## src/rtl/ecg_pkg.sv

```systemverilog
`default_nettype none
// +----------------------------------------------------------------------------+
// | Module   : ecg_pkg                                                         |
// | Purpose  : Shared constants and types for the ECG sample sequencer slice.  |
// |            Frame depth, sample/address widths, sequencer state encoding    |
// |            and the beat record carried through the output FIFO.            |
// | Revision : 1.0 - initial release                                           |
// +----------------------------------------------------------------------------+
package ecg_pkg;

  localparam int N_SAMPLES = 187;  // frame depth (ROM entries)
  localparam int DATA_W    = 32;   // float32 bit pattern, passed through untouched
  localparam int ADDR_W    = 8;    // ROM address / sample index width

  typedef logic [DATA_W-1:0] sample_t;

  typedef enum logic [1:0] {
    IDLE  = 2'd0,
    RUN   = 2'd1,
    DRAIN = 2'd2
  } seq_state_t;

  typedef struct packed {
    sample_t           data;
    logic [ADDR_W-1:0] index;
    logic              last;
  } beat_t;

endpackage
`default_nettype wire

```

## src/rtl/ecg_sample_sequencer_if.sv

```systemverilog
`default_nettype none
// +----------------------------------------------------------------------------+
// | Module   : ecg_sample_sequencer_if                                         |
// | Purpose  : valid/ready sample stream from the sequencer to the first       |
// |            convolution stage.                                              |
// | Ports    : m_valid, m_ready, m_data (sample), m_index (ROM address of the  |
// |            sample), m_last (final beat of frame).                          |
// |            master = sequencer side, slave = consumer side.                 |
// | Revision : 1.0 - initial release                                           |
// +----------------------------------------------------------------------------+
interface ecg_sample_sequencer_if;
  import ecg_pkg::*;

  logic              m_valid;
  logic              m_ready;
  sample_t           m_data;
  logic [ADDR_W-1:0] m_index;
  logic              m_last;

  modport master (output m_valid, m_data, m_index, m_last, input  m_ready);
  modport slave  (input  m_valid, m_data, m_index, m_last, output m_ready);

endinterface
`default_nettype wire

```

## src/rtl/ecg_stream_fifo.sv

```systemverilog
`default_nettype none
// +----------------------------------------------------------------------------+
// | Module   : ecg_stream_fifo                                                 |
// | Purpose  : 2-entry FIFO of beat records between the ROM return path and    |
// |            the output stream.                                              |
// | Ports    : clk, rst_n (async, active-low), flush (empties the FIFO, wins   |
// |            over push/pop), push/wr_beat, pop, rd_beat (head entry),        |
// |            count (entries held, 0..2).                                     |
// | Revision : 1.0 - initial release                                           |
// +----------------------------------------------------------------------------+
module ecg_stream_fifo
  import ecg_pkg::*;
(
  input  logic       clk,
  input  logic       rst_n,
  input  logic       flush,
  input  logic       push,
  input  beat_t      wr_beat,
  input  logic       pop,
  output beat_t      rd_beat,
  output logic [1:0] count
);

  beat_t      r_mem [2];
  logic       r_wr_ptr;
  logic       r_rd_ptr;
  logic [1:0] r_count;

  // Caller never pushes when full or pops when empty (credit-controlled).
  always_ff @(posedge clk or negedge rst_n) begin
    if (!rst_n) begin
      r_mem[0] <= '0;
      r_mem[1] <= '0;
      r_wr_ptr <= 1'b0;
      r_rd_ptr <= 1'b0;
      r_count  <= 2'd0;
    end else if (flush) begin
      r_wr_ptr <= 1'b0;
      r_rd_ptr <= 1'b0;
      r_count  <= 2'd0;
    end else begin
      if (push) begin
        r_mem[r_wr_ptr] <= wr_beat;
        r_wr_ptr        <= ~r_wr_ptr;
      end
      if (pop) begin
        r_rd_ptr <= ~r_rd_ptr;
      end
      case ({push, pop})
        2'b10:   r_count <= r_count + 2'd1;
        2'b01:   r_count <= r_count - 2'd1;
        default: r_count <= r_count;
      endcase
    end
  end

  assign rd_beat = r_mem[r_rd_ptr];
  assign count   = r_count;

endmodule
`default_nettype wire

```

## src/rtl/ecg_sample_sequencer.sv

```systemverilog
`default_nettype none
// +----------------------------------------------------------------------------+
// | Module   : ecg_sample_sequencer                                            |
// | Purpose  : Streams one ECG frame from the synchronous sample ROM onto a    |
// |            valid/ready stream with index and last-beat tagging.            |
// | Ports    : clk, rst_n (async, active-low)                                  |
// |            start/len (frame request, len 0 or >N_SAMPLES = full frame),    |
// |            abort (terminate current frame)                                 |
// |            rom_en/rom_addr -> ROM, rom_data <- ROM (1-cycle latency)       |
// |            m_if (master stream), busy, done (1-cycle pulse),               |
// |            frame_cnt (completed non-aborted frames, wrapping)              |
// | Revision : 1.0 - initial release                                           |
// +----------------------------------------------------------------------------+
module ecg_sample_sequencer
  import ecg_pkg::*;
(
  input  logic                          clk,
  input  logic                          rst_n,
  input  logic                          start,
  input  logic [ADDR_W-1:0]             len,
  input  logic                          abort,
  output logic                          rom_en,
  output logic [ADDR_W-1:0]             rom_addr,
  input  sample_t                       rom_data,
  ecg_sample_sequencer_if.master        m_if,
  output logic                          busy,
  output logic                          done,
  output logic [15:0]                   frame_cnt
);

  localparam logic [ADDR_W-1:0] c_n_samples = ADDR_W'(N_SAMPLES);

  seq_state_t        r_state;
  seq_state_t        w_next_state;
  logic [ADDR_W-1:0] r_rd_ptr;
  logic [ADDR_W-1:0] r_len_m1;
  logic              r_if_valid;   // a ROM read is returning this cycle
  logic [ADDR_W-1:0] r_if_idx;
  logic              r_if_last;
  logic              r_done;
  logic [15:0]       r_frame_cnt;

  logic [ADDR_W-1:0] w_len_eff;
  logic              w_start_go;
  logic              w_abort_go;
  logic [1:0]        w_fifo_count;
  logic [1:0]        w_used;
  logic              w_fifo_empty;
  beat_t             w_head;
  beat_t             w_rom_beat;
  beat_t             w_out_beat;
  logic              w_out_valid;
  logic              w_xfer;
  logic              w_push;
  logic              w_pop;
  logic              w_last_xfer;

  assign w_len_eff  = ((len == '0) || (len > c_n_samples)) ? c_n_samples : len;
  assign w_start_go = (r_state == IDLE) && start;
  assign w_abort_go = (r_state != IDLE) && abort;
  assign w_used     = w_fifo_count + {1'b0, r_if_valid};

  // ---- FSM: state register ----
  always_ff @(posedge clk or negedge rst_n) begin
    if (!rst_n) begin
      r_state <= IDLE;
    end else begin
      r_state <= w_next_state;
    end
  end

  // ---- FSM: next state ----
  // A start coinciding with the final transfer is not seen: state is still DRAIN.
  always_comb begin
    w_next_state = r_state;
    case (r_state)
      IDLE:    if (start) w_next_state = RUN;
      RUN:     if (abort) w_next_state = IDLE;
               else if (rom_en && (r_rd_ptr == r_len_m1)) w_next_state = DRAIN;
      DRAIN:   if (abort || w_last_xfer) w_next_state = IDLE;
      default: w_next_state = IDLE;
    endcase
  end

  // ---- FSM: outputs ----
  // Reads are credit-limited so the FIFO can always absorb every returning sample.
  always_comb begin
    busy   = (r_state != IDLE);
    rom_en = (r_state == RUN) && (w_used < 2'd2);
  end

  // ---- Output stream ----
  // The returning ROM word is presented directly when the FIFO is empty, so the
  // first beat appears the cycle the data returns. If it is not accepted it is
  // written to the FIFO and re-presented unchanged from there. m_valid depends
  // only on registers.
  always_comb begin
    w_fifo_empty     = (w_fifo_count == 2'd0);
    w_out_valid      = !w_fifo_empty || r_if_valid;
    w_rom_beat.data  = rom_data;
    w_rom_beat.index = r_if_idx;
    w_rom_beat.last  = r_if_last;
    if (!w_fifo_empty) begin
      w_out_beat = w_head;
    end else if (r_if_valid) begin
      w_out_beat = w_rom_beat;
    end else begin
      w_out_beat = '0;
    end
    w_xfer      = w_out_valid && m_if.m_ready;
    w_push      = r_if_valid && !(w_fifo_empty && m_if.m_ready);
    w_pop       = !w_fifo_empty && m_if.m_ready;
    w_last_xfer = w_xfer && w_out_beat.last;
  end

  ecg_stream_fifo u_fifo (
    .clk     (clk),
    .rst_n   (rst_n),
    .flush   (w_abort_go),
    .push    (w_push),
    .wr_beat (w_rom_beat),
    .pop     (w_pop),
    .rd_beat (w_head),
    .count   (w_fifo_count)
  );

  // ---- Read pointer, in-flight tracking, completion ----
  always_ff @(posedge clk or negedge rst_n) begin
    if (!rst_n) begin
      r_rd_ptr    <= '0;
      r_len_m1    <= '0;
      r_if_valid  <= 1'b0;
      r_if_idx    <= '0;
      r_if_last   <= 1'b0;
      r_done      <= 1'b0;
      r_frame_cnt <= '0;
    end else begin
      if (w_start_go) begin
        r_rd_ptr <= '0;
        r_len_m1 <= w_len_eff - ADDR_W'(1);
      end else if (rom_en) begin
        r_rd_ptr <= r_rd_ptr + ADDR_W'(1);
      end
      // A read issued alongside abort is dropped on return.
      r_if_valid <= rom_en && !w_abort_go;
      if (rom_en) begin
        r_if_idx  <= r_rd_ptr;
        r_if_last <= (r_rd_ptr == r_len_m1);
      end
      r_done <= w_abort_go || w_last_xfer;
      if (w_last_xfer && !w_abort_go) begin
        r_frame_cnt <= r_frame_cnt + 16'd1;
      end
    end
  end

  assign rom_addr       = r_rd_ptr;
  assign done           = r_done;
  assign frame_cnt      = r_frame_cnt;
  assign m_if.m_valid   = w_out_valid;
  assign m_if.m_data    = w_out_beat.data;
  assign m_if.m_index   = w_out_beat.index;
  assign m_if.m_last    = w_out_beat.last;

endmodule
`default_nettype wire

```

## src/flat_wrapper.sv

```systemverilog
// flat-port wrapper written by rule: the top's interface ports become plain ports
module ecg_sample_sequencer_flat import ecg_pkg::*;
  (clk, rst_n, start, len, abort, rom_en, rom_addr, rom_data, busy, done, frame_cnt, m_if_m_valid, m_if_m_data, m_if_m_index, m_if_m_last, m_if_m_ready);
  ecg_sample_sequencer_if m_if_i ();
  input  logic clk;
  input  logic rst_n;
  input  logic start;
  input  logic [ADDR_W-1:0] len;
  input  logic abort;
  output logic rom_en;
  output logic [ADDR_W-1:0] rom_addr;
  input  sample_t rom_data;
  output logic busy;
  output logic done;
  output logic [15:0] frame_cnt;
  output wire logic [$bits(m_if_i.m_valid)-1:0] m_if_m_valid;
  output wire logic [$bits(m_if_i.m_data)-1:0] m_if_m_data;
  output wire logic [$bits(m_if_i.m_index)-1:0] m_if_m_index;
  output wire logic [$bits(m_if_i.m_last)-1:0] m_if_m_last;
  input wire logic [$bits(m_if_i.m_ready)-1:0] m_if_m_ready;
  assign m_if_m_valid = m_if_i.m_valid;
  assign m_if_m_data = m_if_i.m_data;
  assign m_if_m_index = m_if_i.m_index;
  assign m_if_m_last = m_if_i.m_last;
  assign m_if_i.m_ready = m_if_m_ready;
  ecg_sample_sequencer u_core (.clk(clk), .rst_n(rst_n), .start(start), .len(len), .abort(abort), .rom_en(rom_en), .rom_addr(rom_addr), .rom_data(rom_data), .m_if(m_if_i), .busy(busy), .done(done), .frame_cnt(frame_cnt));
endmodule
```

## config.mk

```make
export PLATFORM = sky130hd
export DESIGN_NAME = ecg_sample_sequencer_flat
export DESIGN_NICKNAME = d
export VERILOG_FILES = /design/src/rtl/ecg_pkg.sv /design/src/rtl/ecg_sample_sequencer_if.sv /design/src/rtl/ecg_stream_fifo.sv /design/src/rtl/ecg_sample_sequencer.sv /design/src/flat_wrapper.sv
export SDC_FILE = /design/constraint.sdc
export NUM_CORES = 1
export LEC_CHECK = 0
export ABC_AREA = 1
export CAP_MARGIN = 25
export CORE_MARGIN = 3
export CORE_UTILIZATION = 25
export CTS_CLUSTER_SIZE = 28
export DETAILED_ROUTE_END_ITERATION = 8
export DONT_BUFFER_PORTS = 1
export SLEW_MARGIN = 20
export SYNTH_ARGS = -nofsm -noshare
export SYNTH_HDL_FRONTEND = slang
export SYNTH_HIERARCHICAL = 1
export SYNTH_SLANG_ARGS = --single-unit
```

## constraint.sdc

```tcl
create_clock -name clk -period 2.44 [get_ports clk]
set_clock_uncertainty 0.05 [all_clocks]
set_input_delay 0.366 -clock clk [delete_from_list [all_inputs] [get_ports clk]]
set_output_delay 0.366 -clock clk [all_outputs]
set_load 0.02 [all_outputs]
```

# After elaboration in Yosys (flattened, before gate mapping)
# Index checks and enable logic that the tools add are counted.
# totals
register_bits,131
output_inout_bits,69
# op_classes
n_lt_le_gt_ge,5
add_sub_neg,6
bitwise,5
mux,22
n_reduce_logical,29
eq_ne,8
# op_table
operator,n
$mux 41,6
$bwmux 82,1
$demux 41 s1,1
$mux 8,3
$add 16x1->16 const B,1
$logic_and 1x1->1,12
$mux 2,5
$add 8x1->8 const B,1
$eq 8x8->1,1
$gt 8x8->1 const B,1
$logic_not 8->1,1
$reduce_bool 2->1,4
$sub 8x1->8 const B,1
$pmux 2 s3,1
$eq 2x1->1 const B,2
$eq 2x2->1 const B,2
$ge 2x2->1 const B,2
$logic_not 2->1,2
$logic_or 1x1->1,4
$mux 1,4
$not 1->2,2
$pmux 2 s2,1
$logic_not 1->1,3
$ne 3x2->1 const B,1
11 further kinds,13

# Depth between registers and ports, before layout
# depth
ltp_word,9
mapped_depth,11
ltp_nobuf,11

# Cells and area by module
# The synthesis kept the hierarchy.
# by_module_without_submodules
module,n_inst,area_each_um2,cells_each
ecg_stream_fifo,1,3877.5,382
ecg_sample_sequencer,1,3007.9,455

# Worst setup path before layout
# Ideal clock, no wire load.
# synth_timing
kind,register to register
startpoint,reg u_core.r_if_valid
endpoint,reg u_core/u_fifo/r_mem[60] (netlist bit)
path_stages_with_launch,10
path_buffers,4
setup_slack_ns,0.595
t_arrival_ns,1.678
setup_ns,0.117
required_ns,2.273
period_less_slack_ns,1.845
cell_sequence,dfrtp_1 buf_2 clkbuf_1 inv_1 a21oi_1 nand3b_1 buf_4 buf_4 nand2_1 o21ai_2
# synth_between
elab_chain_cells,2
# synth_rtl
item,line,source
start: declaration,ecg_sample_sequencer.sv:37,logic r_if_valid;
start signal: assignment,ecg_sample_sequencer.sv:145,r_if_valid <= rom_en && !w_abort_go;
$logic_and 1x1->1,ecg_sample_sequencer.sv:111,w_push = r_if_valid && !(w_fifo_empty && m_if.m_ready);
named net u_core.w_push,ecg_sample_sequencer.sv:54,logic w_push;
$reduce_and 2->1 (no line),n/a,
end signal: indexed assignment,ecg_stream_fifo.sv:43,r_mem[r_wr_ptr] <= wr_beat;
end: declaration,ecg_stream_fifo.sv:24,beat_t r_mem [2];
# The timed path passes the listed nets, and every way through them passes these cells.
# A chain may end at the register's enable or synchronous reset.

# Worst setup path after layout
# layout_timing
startpoint,reg u_core.u_fifo.r_count[1] (netlist: u_core/u_fifo/count[1])
endpoint,out m_if_m_index[7]
# layout_between
elab_chain_cells,2
# layout_rtl
item,line,source
start: declaration,ecg_stream_fifo.sv:27,logic [1:0] r_count;
start signal: assignment,ecg_stream_fifo.sv:50,2'b10: r_count <= r_count + 2'd1;
start signal: assignment,ecg_stream_fifo.sv:51,2'b01: r_count <= r_count - 2'd1;
start signal: assignment,ecg_stream_fifo.sv:52,default: r_count <= r_count;
$logic_not 2->1,ecg_sample_sequencer.sv:98,w_fifo_empty = (w_fifo_count == 2'd0);
$mux 41,ecg_sample_sequencer.sv:103,if (!w_fifo_empty) begin
end: declaration,flat_wrapper.sv:18,output wire logic [$bits(m_if_i.m_index)-1:0] m_if_m_index;
# Every way passes these cells.

==> flow_summary_export.csv <==
group,metric,value,unit
timing,rsz0062_at_grt,"false",
place,portBuffers,0,
power_and_ir_drop,ir_drop,0.431,mV
cts,clock-root-buffer,"clkbuf_16",
synth,synth_area,0.00689,mm^2
synth,ys_ff_latch,131,
grt,globalRouteOverflowTotal,0,
layout,multiInputGateArea,0.00306,mm^2
power_and_ir_drop,switchingPower,3.93,mW
grt,grt_pass1_vias,5249,
detailed_routing,wire_per_inst,14.2,um
timing,fmaxAchievable,451,MHz
detailed_routing,routedLengthMet1,7.82,mm
setup_path,crit_fanout,20,
setup_path,critical_path.startpoint_type,"register",
detailed_routing,dr.pass1.iters,4,
place,gp_congestion,0.799,
grt,grt_max_degree,132,
power_and_ir_drop,seqPwrFrac,0.351,
power_and_ir_drop,comb_power_share,0.364,
layout,n_fill_cell,2935,
synth,synth_ff_type,"dfrtp_1",
cts,cts.reportedPaths.clkPinSlew,0.06,ns
layout,antenna_cells,0,
grt,grt_pass1_wl,27.6,mm
layout,seqCellArea,0.00328,mm^2
timing,max_slew_margin,0.695,
grt,antenna_found_initial,0,
synth,ys_async_sr_fraction,1.00,
cts,cts_buffer_depth,2,
job,maxCapViolCount,0,
hold_path,min_path_type,"in2async",
power_and_ir_drop,power.leakage,3.83,nW
power_and_ir_drop,pwr-share-clk,0.285,
floorplanning,num_rows,60,
power_and_ir_drop,internal_power,6.09,mW
timing,tns,0,ns
floorplanning,io_pins,114,
detailed_routing,drc_errors,0,
setup_path,cp.required,2.02,ns
floorplanning,die-area,0.0296,mm^2
cts,clkLatencyLatePin,0.41,ns
timing,whs,-0.402,ns
timing,worstMarginPinSlew,0.457,ns
timing,setup_viol,0,
floorplanning,die_w,172,um
detailed_routing,dr_wl_met3,1.12,mm
timing,period_share,0.909,
detailed_routing,first_iter_violations,388,
layout,nets,883,
cts,clkSinkCount,131,
detailed_routing,drtAntennaViolNets,0,
synth,ys_seq_area_frac,0.476,
outcome,violations,"hold timing",
floorplanning,initial_core_util,0.255,
synth,synth_cell_types,32,
layout,utilization,0.293,
detailed_routing,vias,5296,
synth,yosys_warnings,6,
layout,layout_common_cells,"nand2_1, dfrtp_1, inv_1",
layout,drive_gt1_frac,0.164,
outcome,outcome,"finished with violations",
setup_path,crit_arrival,1.80,ns
timing,finalHoldViolations,131,
detailed_routing,drt_wl_total,16.9,mm
cts,h-tree-depth,4,
place,place_hpwl,11.7,mm
setup_path,path_class,"reg2out",
synth,synth_edf_count,0,
power_and_ir_drop,swShare,0.392,
detailed_routing,dr_wl_met2,7.70,mm
layout,fin_area,0.00792,mm^2
timing,finalWorstPathRequiredPeriod,2.22,ns
grt,grt_usage,0.118,
power_and_ir_drop,power_density,1260,mW/mm^2
timing,worst_slack,0.221,ns
layout,area_delta_synth_final,15.1,%
cts,numCtsBuffers,17,
detailed_routing,routed.top_layer,"met4",
detailed_routing,post_drt_via_cell_ratio,4.45,
floorplanning,core_area,0.0270,mm^2
floorplanning,die_y,172,um
synth,synth_area_per_cell,8.23,um^2
synth,syn-instance-count,837,
timing,maxSlewViolCount,0,
setup_path,end_kind,"primary output",
place,placed_area,0.00725,mm^2
synth,syn_nets,885,
place,pre_cts_slack,0.323,ns
cts,cts_tree,"built",
layout,layout_commonest_cell,"nand2_1",
==> final timing paths <==
kind | startpoint | end | slack (ns) | cells past startpoint
setup / recovery | u_core/u_fifo/count[1] | m_if_m_index[7] | 0.22 | 5
hold / removal | rst_n | u_core/u_fifo/r_mem[33] | -0.40 | 0
setup reg to reg | u_core/r_if_valid | u_core/u_fifo/r_mem[52] | 0.44 | 6
hold reg to reg | u_core/u_fifo/r_mem[60] | u_core/u_fifo/r_mem[60] | 0.43 | 2
max in group asynchronous | rst_n | u_core/frame_cnt[12] | 2.53 | 0
min in group clk | rom_data[0] | u_core/u_fifo/r_mem[9] | 0.07 | 2
==> critical path, stage by stage (launching register included) <==
cell and delay (ns):
dfrtp_1 0.45, nor2_4 0.09, inv_2 0.23, buf_4 0.32, nand2_1 0.07, nand2_1 0.23
==> flip-flops by register name (all words and copies together) (netlist names) <==
name,cells
u_core/frame_cnt,16
u_core/r_if_last,1
u_core/r_len_m1,8
u_core/r_state,2
u_core/r_if_valid,1
u_core/done,1
u_core/u_fifo/r_rd_ptr,1
u_core/u_fifo/count,2
u_core/u_fifo/r_mem,82
u_core/r_if_idx,8
u_core/rom_addr,8
u_core/u_fifo/r_wr_ptr,1
==> synthesized netlist by cell type, drive strengths merged (4+ instances only) <==
cell      n  area share
a31oi     4      0.0036
xnor2    13       0.017
nor2     44       0.027
mux2     41       0.067
o21ai   104       0.092
nand2   266        0.15
xor2      8       0.010
dfrtp   131        0.48
nand4     6      0.0055
nor3      8      0.0073
a21oi     8      0.0058
clkbuf   17      0.0093
buf      23       0.023
inv      87       0.047
nand3    65       0.049
==> metrics by stage <==
step                std cells  total power [mW]  hold slack, ns
finish                   1189              10.0          -0.402
CTS                      1188              10.2          -0.427
global placement         1156              7.15          0.0236
global route             1189              10.8          -0.441
detailed placement       1156              7.24          0.0237
floorplan                 837              6.41          0.0204
==> area by class of cell <==
class                      count  area share
sequential                   131       0.414
multi-input combinational    578       0.386
clock buffer                  20      0.0576
tap                          341      0.0538
inverter                      88      0.0418
clock inverter                12      0.0254
timing repair buffer          19      0.0212
==> per-layer routing <==
layer  vias up  global-route usage
met2       123               0.191
li1       2690                   -
met5         -                   0
met3        19              0.0386
met4         0              0.0319
met1      2464               0.152
==> what timing repair did <==
action,CTS,global route
resized for setup,1,0
pin swaps,0,1
endpoints found under the setup margin,1,4
setup buffers,0,1
endpoints found under the hold margin,131,131
==> power groups by stage <==
stage / clock, mW / sequential (mW) / combinational [mW]
after floorplan: 0 / 3.34 / 3.07
after global placement: 0 / 3.53 / 3.62
after detailed placement: 0 / 3.56 / 3.68
after CTS: 2.96 / 3.52 / 3.70
after global routing: 3.07 / 3.63 / 4.13
final: 2.85 / 3.51 / 3.65
==> kinds of logic after synthesis <==
group / count (synthesis) / synth area share
AO/OA/AOI/OAI: 120 / 0.105
adder cells (fa/ha/maj): 3 / 0.00545
multiplexers: 41 / 0.0671
XOR/XNOR: 21 / 0.0267
buffers and inverters: 128 / 0.0803
flip-flops: 131 / 0.476
AND/OR/NAND/NOR: 393 / 0.239
No activity file was read; power rests on OpenSTA's default activity.
